## src/rtl/pe_ctrl_sequencer.sv

```systemverilog
// Per-PE control sequencer: drives MACC enable/op_code and buffer read/write strobes
// for accumulate passes, or streams the buffer out for flush passes, on a packed ctrl bus.
module pe_ctrl_sequencer #(
  parameter int PE_BUF_ADDR_WIDTH = 10,
  parameter int CNT_WIDTH         = 16,
  parameter int WB_LATENCY        = 3,
  localparam int CTRL_WIDTH       = 10 + 2 * PE_BUF_ADDR_WIDTH
) (
  input  logic                  clk,
  input  logic                  reset,
  input  logic                  start,
  input  logic [CNT_WIDTH-1:0]  cfg_macc_count,
  input  logic [CNT_WIDTH-1:0]  cfg_num_out,
  input  logic                  cfg_first_pass,
  input  logic                  cfg_flush,
  input  logic [2:0]            cfg_op_code,
  input  logic                  operand_valid,
  output logic [CTRL_WIDTH-1:0] ctrl,
  output logic                  src_2_sel,
  output logic                  busy,
  output logic                  done
);

  localparam int AW                = PE_BUF_ADDR_WIDTH;
  localparam int unsigned ADDR_SPAN = 1 << PE_BUF_ADDR_WIDTH;
  localparam logic SRC_2_BIAS      = 1'b1;
  localparam logic SRC_2_BUF       = 1'b0;
  localparam logic KIND_WRITE      = 1'b0;
  localparam logic KIND_FLUSH      = 1'b1;

  localparam int B_EN     = 3;
  localparam int B_RD     = 4;
  localparam int B_WR     = 5;
  localparam int B_WV     = 6;
  localparam int B_FLUSH  = 7;
  localparam int B_WADDR  = 8;
  localparam int B_RADDR  = 8 + AW;
  localparam int B_POP    = 8 + 2 * AW;
  localparam int B_PUSH   = 9 + 2 * AW;

  typedef enum logic [2:0] {
    S_IDLE,
    S_MACC,
    S_FLUSH,
    S_DRAIN,
    S_DONE
  } state_t;

  state_t                r_state;
  logic [CNT_WIDTH-1:0]  r_mac_idx;
  logic [CNT_WIDTH-1:0]  r_out_idx;
  logic [CNT_WIDTH-1:0]  r_mac_cnt;
  logic [CNT_WIDTH-1:0]  r_num_out;
  logic                  r_first_pass;
  logic [2:0]            r_op_code;
  logic [CTRL_WIDTH-1:0] r_ctrl;
  logic                  r_src_2_sel;
  logic                  r_busy;
  logic                  r_done;
  logic [WB_LATENCY-1:0] r_pipe_vld;
  logic [WB_LATENCY-1:0] r_pipe_kind;
  logic [AW-1:0]         r_pipe_addr [WB_LATENCY];

  logic                  w_accept;
  logic [CNT_WIDTH-1:0]  w_cfg_count;
  logic [CNT_WIDTH-1:0]  w_cfg_num;
  state_t                w_eff_state;
  logic [CNT_WIDTH-1:0]  w_eff_mac_idx;
  logic [CNT_WIDTH-1:0]  w_eff_out_idx;
  logic [CNT_WIDTH-1:0]  w_eff_count;
  logic [CNT_WIDTH-1:0]  w_eff_num;
  logic                  w_eff_first;
  logic [2:0]            w_eff_op;
  state_t                w_next_state;
  logic [CNT_WIDTH-1:0]  w_next_mac;
  logic [CNT_WIDTH-1:0]  w_next_out;
  logic                  w_enable;
  logic                  w_read;
  logic                  w_flush;
  logic [2:0]            w_op;
  logic [AW-1:0]         w_rd_addr;
  logic                  w_push;
  logic                  w_push_kind;
  logic [AW-1:0]         w_push_addr;
  logic                  w_pipe_wr;
  logic                  w_pipe_wv;
  logic [CTRL_WIDTH-1:0] w_ctrl_next;

  // Config sanitising: zero MAC count means one cycle; oversize pass lengths fold into the buffer.
  always_comb begin
    w_cfg_count = (cfg_macc_count == '0) ? CNT_WIDTH'(1) : cfg_macc_count;
    w_cfg_num   = cfg_num_out;
    if ((AW < CNT_WIDTH) && (cfg_num_out > CNT_WIDTH'(ADDR_SPAN)))
      w_cfg_num = cfg_num_out & CNT_WIDTH'(ADDR_SPAN - 1);
  end

  // An accepted start behaves as the first cycle of the pass so its strobe is registered
  // on the same edge, making the first MACC/FLUSH action visible one cycle after start.
  always_comb begin
    w_accept = (r_state == S_IDLE) && start;
    if (w_accept) begin
      if (w_cfg_num == '0)  w_eff_state = S_IDLE;
      else if (cfg_flush)   w_eff_state = S_FLUSH;
      else                  w_eff_state = S_MACC;
      w_eff_mac_idx = '0;
      w_eff_out_idx = '0;
      w_eff_count   = w_cfg_count;
      w_eff_num     = w_cfg_num;
      w_eff_first   = cfg_first_pass;
      w_eff_op      = cfg_op_code;
    end else begin
      w_eff_state   = r_state;
      w_eff_mac_idx = r_mac_idx;
      w_eff_out_idx = r_out_idx;
      w_eff_count   = r_mac_cnt;
      w_eff_num     = r_num_out;
      w_eff_first   = r_first_pass;
      w_eff_op      = r_op_code;
    end
  end

  always_comb begin
    w_next_state = r_state;
    w_next_mac   = w_eff_mac_idx;
    w_next_out   = w_eff_out_idx;
    w_enable     = 1'b0;
    w_read       = 1'b0;
    w_flush      = 1'b0;
    w_op         = 3'd0;
    w_rd_addr    = '0;
    w_push       = 1'b0;
    w_push_kind  = KIND_WRITE;
    w_push_addr  = '0;
    case (w_eff_state)
      S_IDLE: begin
        if (w_accept) w_next_state = S_DONE;
      end
      S_MACC: begin
        w_next_state = S_MACC;
        if (operand_valid) begin
          w_enable = 1'b1;
          w_op     = w_eff_op;
          if ((w_eff_mac_idx == '0) && !w_eff_first) begin
            w_read    = 1'b1;
            w_rd_addr = AW'(w_eff_out_idx);
          end
          if (w_eff_mac_idx == (w_eff_count - CNT_WIDTH'(1))) begin
            w_push      = 1'b1;
            w_push_kind = KIND_WRITE;
            w_push_addr = AW'(w_eff_out_idx);
            w_next_mac  = '0;
            if (w_eff_out_idx == (w_eff_num - CNT_WIDTH'(1)))
              w_next_state = S_DRAIN;
            else
              w_next_out = w_eff_out_idx + CNT_WIDTH'(1);
          end else begin
            w_next_mac = w_eff_mac_idx + CNT_WIDTH'(1);
          end
        end
      end
      S_FLUSH: begin
        w_next_state = S_FLUSH;
        w_read       = 1'b1;
        w_flush      = 1'b1;
        w_rd_addr    = AW'(w_eff_out_idx);
        w_push       = 1'b1;
        w_push_kind  = KIND_FLUSH;
        w_push_addr  = AW'(w_eff_out_idx);
        if (w_eff_out_idx == (w_eff_num - CNT_WIDTH'(1)))
          w_next_state = S_DRAIN;
        else
          w_next_out = w_eff_out_idx + CNT_WIDTH'(1);
      end
      S_DRAIN: begin
        if (r_pipe_vld == '0) w_next_state = S_DONE;
      end
      S_DONE: begin
        w_next_state = S_IDLE;
      end
      default: begin
        w_next_state = S_IDLE;
      end
    endcase
  end

  // Write-back side of the bus comes from the oldest delay-line slot.
  always_comb begin
    w_pipe_wr   = r_pipe_vld[WB_LATENCY-1] && (r_pipe_kind[WB_LATENCY-1] == KIND_WRITE);
    w_pipe_wv   = r_pipe_vld[WB_LATENCY-1] && (r_pipe_kind[WB_LATENCY-1] == KIND_FLUSH);
    w_ctrl_next = '0;
    w_ctrl_next[2:0]          = w_op;
    w_ctrl_next[B_EN]         = w_enable;
    w_ctrl_next[B_RD]         = w_read;
    w_ctrl_next[B_WR]         = w_pipe_wr;
    w_ctrl_next[B_WV]         = w_pipe_wv;
    w_ctrl_next[B_FLUSH]      = w_flush;
    w_ctrl_next[B_WADDR +: AW] = w_pipe_wr ? r_pipe_addr[WB_LATENCY-1] : '0;
    w_ctrl_next[B_RADDR +: AW] = w_rd_addr;
    w_ctrl_next[B_POP]        = 1'b0;
    w_ctrl_next[B_PUSH]       = 1'b0;
  end

  always_ff @(posedge clk or posedge reset) begin
    if (reset) begin
      r_state      <= S_IDLE;
      r_mac_idx    <= '0;
      r_out_idx    <= '0;
      r_mac_cnt    <= '0;
      r_num_out    <= '0;
      r_first_pass <= 1'b0;
      r_op_code    <= 3'd0;
      r_ctrl       <= '0;
      r_src_2_sel  <= 1'b0;
      r_busy       <= 1'b0;
      r_done       <= 1'b0;
      r_pipe_vld   <= '0;
      r_pipe_kind  <= '0;
      for (int i = 0; i < WB_LATENCY; i++) r_pipe_addr[i] <= '0;
    end else begin
      r_state   <= w_next_state;
      r_mac_idx <= w_next_mac;
      r_out_idx <= w_next_out;
      if (w_accept) begin
        r_mac_cnt    <= w_cfg_count;
        r_num_out    <= w_cfg_num;
        r_first_pass <= cfg_first_pass;
        r_op_code    <= cfg_op_code;
        r_src_2_sel  <= cfg_first_pass ? SRC_2_BIAS : SRC_2_BUF;
      end
      for (int i = WB_LATENCY - 1; i > 0; i--) begin
        r_pipe_vld[i]  <= r_pipe_vld[i-1];
        r_pipe_kind[i] <= r_pipe_kind[i-1];
        r_pipe_addr[i] <= r_pipe_addr[i-1];
      end
      r_pipe_vld[0]  <= w_push;
      r_pipe_kind[0] <= w_push_kind;
      r_pipe_addr[0] <= w_push_addr;
      r_ctrl <= w_ctrl_next;
      r_busy <= (w_next_state != S_IDLE);
      r_done <= (w_next_state == S_DONE);
    end
  end

  assign ctrl      = r_ctrl;
  assign src_2_sel = r_src_2_sel;
  assign busy      = r_busy;
  assign done      = r_done;

endmodule

```

## config.mk

```make
export PLATFORM = sky130hd
export DESIGN_NAME = pe_ctrl_sequencer
export DESIGN_NICKNAME = d
export VERILOG_FILES = /design/src/rtl/pe_ctrl_sequencer.sv
export SDC_FILE = /design/constraint.sdc
export NUM_CORES = 1
export LEC_CHECK = 0
export BUFFER_PORTS_ARGS = -buffer_cell sky130_fd_sc_hd__buf_4
export CAP_MARGIN = 20
export CELL_PAD_IN_SITES_DETAIL_PLACEMENT = 0
export CELL_PAD_IN_SITES_GLOBAL_PLACEMENT = 1
export CORE_MARGIN = 5
export CORE_UTILIZATION = 41
export DETAILED_ROUTE_END_ITERATION = 6
export GPL_TIMING_DRIVEN = 0
export PLACE_DENSITY = 0.81
export SLEW_MARGIN = 20
export SYNTH_ARGS = -nofsm -noshare
export SYNTH_HDL_FRONTEND = slang
export SYNTH_SLANG_ARGS = --single-unit
```

## constraint.sdc

```tcl
create_clock -name clk -period 4.5 [get_ports clk]
set_input_delay 0.45 -clock clk [delete_from_list [all_inputs] [get_ports clk]]
set_output_delay 0.45 -clock clk [all_outputs]
set_load 0.01 [all_outputs]
```

==> results of run 1 <==
report_power, final:
| part | switching (uW) | internal (uW) | leakage (uW) |
|---|---|---|---|
| Combinational | 1090 | 746 | 0.00197 |
| Clock | 610 | 736 | 0.000271 |
| Sequential | 228 | 1450 | 0.00184 |
| Total | 1930 | 2940 | 0.00409 |
Yosys cell counts, drive strengths merged, types with 6 or more instances:
cell and instances:
a31oi 7, a21oi 17, nand3 30, clkbuf 22, inv 19, dfrtp 137, nand4 18, nor4 21
xor2 41, nor2 56, and2 28, and3 20, or3 6, xnor2 19, or4 7, o21ai 13
nor3 23, mux2i 6, nand2b 9, nand2 134, buf 17
critical path, stage by stage (launching register included):
cell and delay [ps]:
dfrtp_1 350, buf_2 170, or4b_4 530, buf_6 150, buf_6 170, buf_6 160
clkbuf_8 170, nand2_1 70, and2_4 150, ha_4 170, nand4_1 150, a22oi_2 310
xnor2_2 120, nor4b_2 330, nor4b_4 300, nor2_2 100, buf_6 180, or4_1 490
a21oi_2 150
final timing paths:
check	startpoint	to	slack, ps	cells after the start
max	r_state[2]$_DFF_PP0_	r_out_idx[12]$_DFF_PP0_	190	18
min	reset	ctrl[15]$_DFF_PP0_	40	2
max reg2reg	r_state[2]$_DFF_PP0_	r_out_idx[12]$_DFF_PP0_	190	18
min reg2reg	r_pipe_addr[24]$_DFF_PP0_	r_pipe_addr[14]$_DFF_PP0_	350	0
max in group asynchronous	reset	r_num_out[8]$_DFF_PP0_	3720	3
min in group clk	cfg_num_out[3]	r_num_out[3]$_DFF_PP0_	240	3
routing by layer:
layer	vias up	global-route usage [%]
met5	-	0
met4	0	5.76
met1	2706	30.0
met2	195	27.9
met3	24	3.67
li1	2738	-
timing repair:
item | in CTS | in global routing
pin swaps | 2 | 4
endpoints found under the hold margin | 0 | 0
buffers inserted | 3 | 5
endpoints found under the setup margin | 46 | 30
gates resized for setup | 17 | 13
cells by family (layout without fill, tap and decap cells):
family	after synthesis	after routing	synth area share [%]
simple gates	376	376	27.9
other cells	1	2	0.0545
compound gates	84	84	8.53
mux	8	8	1.25
flops	137	137	49.8
buf+inv	58	166	3.87
xor+xnor	60	60	7.63
fa+ha+maj	5	5	0.909
final cells by class:
class,instances,area (sq um),share of cell area (%)
flip-flops and latches,137,3430,40.6
multi-input cells,535,3260,38.6
repair buffers,80,618,7.31
clock buffers,17,425,5.03
well taps,220,275,3.26
plain buffers,35,215,2.55
clock inverters,15,151,1.79
inverters,19,78.8,0.933
per-stage QoR:
stage | hold WS (ps) | setup TNS [ps] | util (%) | instances | setup WS (ps)
3_5_place_dp | 335 | -37850 | 46.8 | 1022 | -1260
5_1_grt | 65.7 | -20.6 | 51.1 | 1058 | -20.6
2_1_floorplan | 331 | 0 | - | 730 | 39.2
6_report | 38.8 | 0 | 51.1 | 1058 | 191
3_3_place_gp | 331 | -193020 | 46.6 | 1021 | -1240
4_1_cts | 37.2 | 0 | 50.7 | 1053 | 29.8
registers in the layout (all words and copies together) (netlist names):
register / flops
ctrl: 27
done: 1
r_out_idx: 16
r_num_out: 16
r_mac_idx: 16
src_2_sel: 1
r_op_code: 3
r_pipe_addr: 30
busy: 1
r_pipe_kind: 3
r_mac_cnt: 16
r_first_pass: 1
r_state: 3
r_pipe_vld: 3
==> reports/qor.yml, run 1 <==
clockBufferDepth: 2
syn_inst: 729
critPathArrivalTime_ps: 4650
drv_slew: 0
status: "finished clean"
synth-edff-count: 0
route.detailed.drc: 0
clkSinkCount: 137
relSlewSlack_pct: 48.7
synth_area_sq_mm: 0.00688
synthToLayoutAreaGrowth_pct: 22.8
hold_buffers: 0
dieArea_sq_mm: 0.0195
hold_path_class: "input pin to async pin"
irDropWorstVdd_v: 0.000330
synthArstFlopShare_pct: 100
drv_cap: 0
clkLatencyLatePin_ps: 420
initial_core_util_pct: 41.7
core-area_sq_mm: 0.0165
hpwlAfterDp_mm: 13.3
wirelength_mm: 18.4
place_congestion: 0.916
grt_max_degree: 87
grt_pass1_vias: 5502
worstMarginPinSlew_ps: 763
syn_area_per_cell_sq_um: 9.44
dpl-instance-area_sq_mm: 0.00773
dieHeight_microns: 140
wire_per_inst_microns: 17.4
synth_area_leaders: "dfrtp_1 (50%), nand2_1 (7.3%), xor2_1 (5.2%), nor2_1 (3.0%), and2_1 (2.5%)"
first_pass_iters: 5
finalSetupViolations: 0
yosys.area.top_type_share_pct: 49.8
synth_seq_area_share_pct: 49.8
pin_count: 74
required_ps: 4850
p_per_area_mw_per_mm2: 576
synth_area_leader_cell: "dfrtp_1"
yosysWarnings: 0
viasPerCell: 5.35
critPathKind: "register to register"
port_buffers: 71
start_kind: "register"
path_clk_slew_ps: 70
period_share_pct: 95.7
ys_types: 68
cts_buffers: 17
die_x_microns: 140
dr.first_iter.drc_count: 647
ys_dominant_reg_cell: "dfrtp_1"
fill_cells: 1553
nets: 871
diodes: 0
drive_gt1_share_pct: 19.3
synth-seq-cells: 137
layout.cells.most_common: "dfrtp_1"
cts_root_buf: "clkbuf_16"
met1_length_mm: 9.04
num_rows: 47
htreeDepth: 4
layout_min_cycle_time_ps: 4310
grt_overflow_total: 0
power.static_leakage_uw: 0.00409
fmax_mhz: 232
met3_length_mm: 1.29
hold_viol: 0
antenna_left: 0
fin_skew_ps: 8.36
fin_area_sq_mm: 0.00845
final_cell_mix: "dfrtp_1 (137), nand2_1 (133), buf_4 (82), nor2_1 (55), xor2_1 (41)"
antenna_found_initial: 0
cts_tree: "built"
crit_path_end_kind: "register"
grt_util_all_layers_pct: 19.5
grt_pass1_wl_mm: 30.2
dr.max_layer_used: "met4"
num_vias: 5663
path_max_fanout: 19
power_uw: 4860
dr_wl_met2_mm: 7.74
Note: power is estimated with default switching activity, not from simulation.
==> run 2, diff against run 1 <==
- CELL_PAD_IN_SITES_DETAIL_PLACEMENT: 0 -> 1
- CELL_PAD_IN_SITES_GLOBAL_PLACEMENT: 1 -> 2
- CORE_UTILIZATION: 41 -> 33
- PLACE_DENSITY: 0.81 -> 0.8
==> reports/qor.yml, run 2 (synthesis gave the netlist of run 1 again) <==
status: "finished clean"
path_max_fanout: 24
finalSetupViolations: 0
initial_core_util_pct: 33.8
grt_overflow_total: 0
fill_cells: 2312
diodes: 0
largest-register: "r_pipe_addr"
grt_util_all_layers_pct: 19.3
clkSinkCount: 137
critPathKind: "register to register"
drv_slew: 0
clockBufferDepth: 2
num_rows: 52
period_share_pct: 96.0
core-area_sq_mm: 0.0204
reg2reg_slack_ps: 180
path_delay_family: "simple AND/OR/NAND/NOR gates"
crit_top_cell: "buf_4"
first_pass_iters: 4
synthToLayoutAreaGrowth_pct: 23.9
htreeDepth: 4
dieArea_sq_mm: 0.0238
grt_pass1_vias: 6512
pre_cts_ws_ps: -1520
path_clk_slew_ps: 60
hold_buffers: 0
largest_reg_flops: 30
dp.cells: 1072
final_cell_mix: "dfrtp_1 (137), nand2_1 (132), buf_4 (83), nor2_1 (55), xor2_1 (41)"
route.detailed.drc: 0
fmax_mhz: 232
fin_skew_ps: 17.0
viasPerCell: 5.29
critPathBufInv: 6
pin_count: 74
critPathArrivalTime_ps: 4670
drive_gt1_share_pct: 19.4
cp_slowest_cell: "or4b_2"
power.static_leakage_uw: 0.00409
cts_root_buf: "clkbuf_16"
rsz0062_at_grt: "no"
hpwlAfterDp_mm: 16.6
crit_path_end_kind: "register"
cp_slowest_stage_delay_ps: 650
nets: 870
clkLatencyLatePin_ps: 430
grt_pass1_wl_mm: 36.4
num_vias: 5855
worst_slack_ps: 181
worstMarginPinSlew_ps: 975
start_kind: "register"
irDropWorstVdd_v: 0.000306
cts_buffers: 17
whs_ps: 27.4
grt_max_degree: 91
reg2reg_depth: 17
p_per_area_mw_per_mm2: 584
antenna_left: 0
place_congestion: 0.916
port_buffers: 71
layout.cells.most_common: "dfrtp_1"
layout_min_cycle_time_ps: 4320
hold_path_class: "input pin to async pin"
wire_per_inst_microns: 20.2
relSlewSlack_pct: 34.5
final.setup.tns_ps: 0
die_x_microns: 154
dr.first_iter.drc_count: 271
wirelength_mm: 22.4
rr_startpoint: "r_state[2]$_DFF_PP0_"
crit_chain: "clkbuf_4 -> or4b_4 -> buf_6 -> buf_8 -> clkbuf_8 -> nand2_1 -> and2_4 -> ha_4 -> nand4_1 -> a22oi_2 -> xnor2_2 -> nor4b_2 -> buf_4 -> buf_4 -> or4b_2 -> o22ai_1 -> or3_1"
cts_tree: "built"
antenna_found_initial: 0
dieHeight_microns: 154
drv_cap: 0
hold_viol: 0
required_ps: 4860
r2r-end: "busy$_DFF_PP0_"
final_cells: 1107
==> run 2: cell count changes in the layout (fill, tap and decap cells not counted), moves of 2 or more <==
cell	before	now
inv_8	5	1
clkinv_4	0	3
clkbuf_8	2	4
clkinv_8	2	0
inv_6	5	3
==> run 2: routing by layer <==
metal	routed length, microns	share of wire (%)	GRT usage (%)
met2	11000	49	32.2
met3	875	3.9	3.44
met4	546	2.4	7.15
met1	9950	44	25.1
met5	0	0	0
==> run 2: power by group <==
group	switching [uW]	internal, uW	total (uW)
Clock	575	781	1360
Sequential	241	1450	1700
Combinational	1180	746	1930
Total	2000	2980	4980
==> run 2: timing repair <==
item                       4_1_cts  5_1_grt
gates resized for setup         26       10
setup buffers                    3        6
setup endpoints to repair       46       35
pin swaps                        5        5
==> run 2: area by class of cell <==
class / instances / area, sq um / share of cell area (%)
multi-input combinational: 535 / 3270 / 38.4
timing repair buffer: 81 / 628 / 7.37
tap: 270 / 338 / 3.96
sequential: 137 / 3430 / 40.2
clock buffer: 20 / 447 / 5.24
clock inverter: 12 / 118 / 1.38
inverter: 19 / 78.8 / 0.925
buffer: 33 / 218 / 2.55
==> run 2: worst max-delay path by stage <==
| stage | slack [ps] | start | cells past startpoint | to |
|---|---|---|---|---|
| 2_1_floorplan | 40 | r_state[1]$_DFF_PP0_ | 21 | r_out_idx[15]$_DFF_PP0_ |
| 3_3_place_gp | -1500 | r_state[2]$_DFF_PP0_ | 21 | r_out_idx[13]$_DFF_PP0_ |
| 3_5_place_dp | -1520 | r_state[2]$_DFF_PP0_ | 21 | r_out_idx[15]$_DFF_PP0_ |
| 4_1_cts | 20 | r_state[2]$_DFF_PP0_ | 18 | r_out_idx[12]$_DFF_PP0_ |
| 5_1_grt | 3 | r_state[2]$_DFF_PP0_ | 17 | r_out_idx[12]$_DFF_PP0_ |
| 6_report | 180 | r_state[2]$_DFF_PP0_ | 17 | busy$_DFF_PP0_ |
==> run 2: worst reg2reg max path: cells and delay by family (launching register included) <==
family | cells | cell delay [ps]
buf+inv | 6 | 1010
compound gates | 2 | 510
fa+ha+maj | 1 | 180
simple gates | 7 | 2100
xor+xnor | 1 | 120
flops | 1 | 360
==> run 2: through the flow <==
stage / util (%) / power [uW] / area [sq um]
6_report: 41.9 / 4980 / 8520
5_1_grt: 41.9 / 5300 / 8520
4_1_cts: 41.6 / 4990 / 8470
3_5_place_dp: 38.3 / 3500 / 7790
3_3_place_gp: 38.1 / 3420 / 7760
2_1_floorplan: - / 2840 / 6890
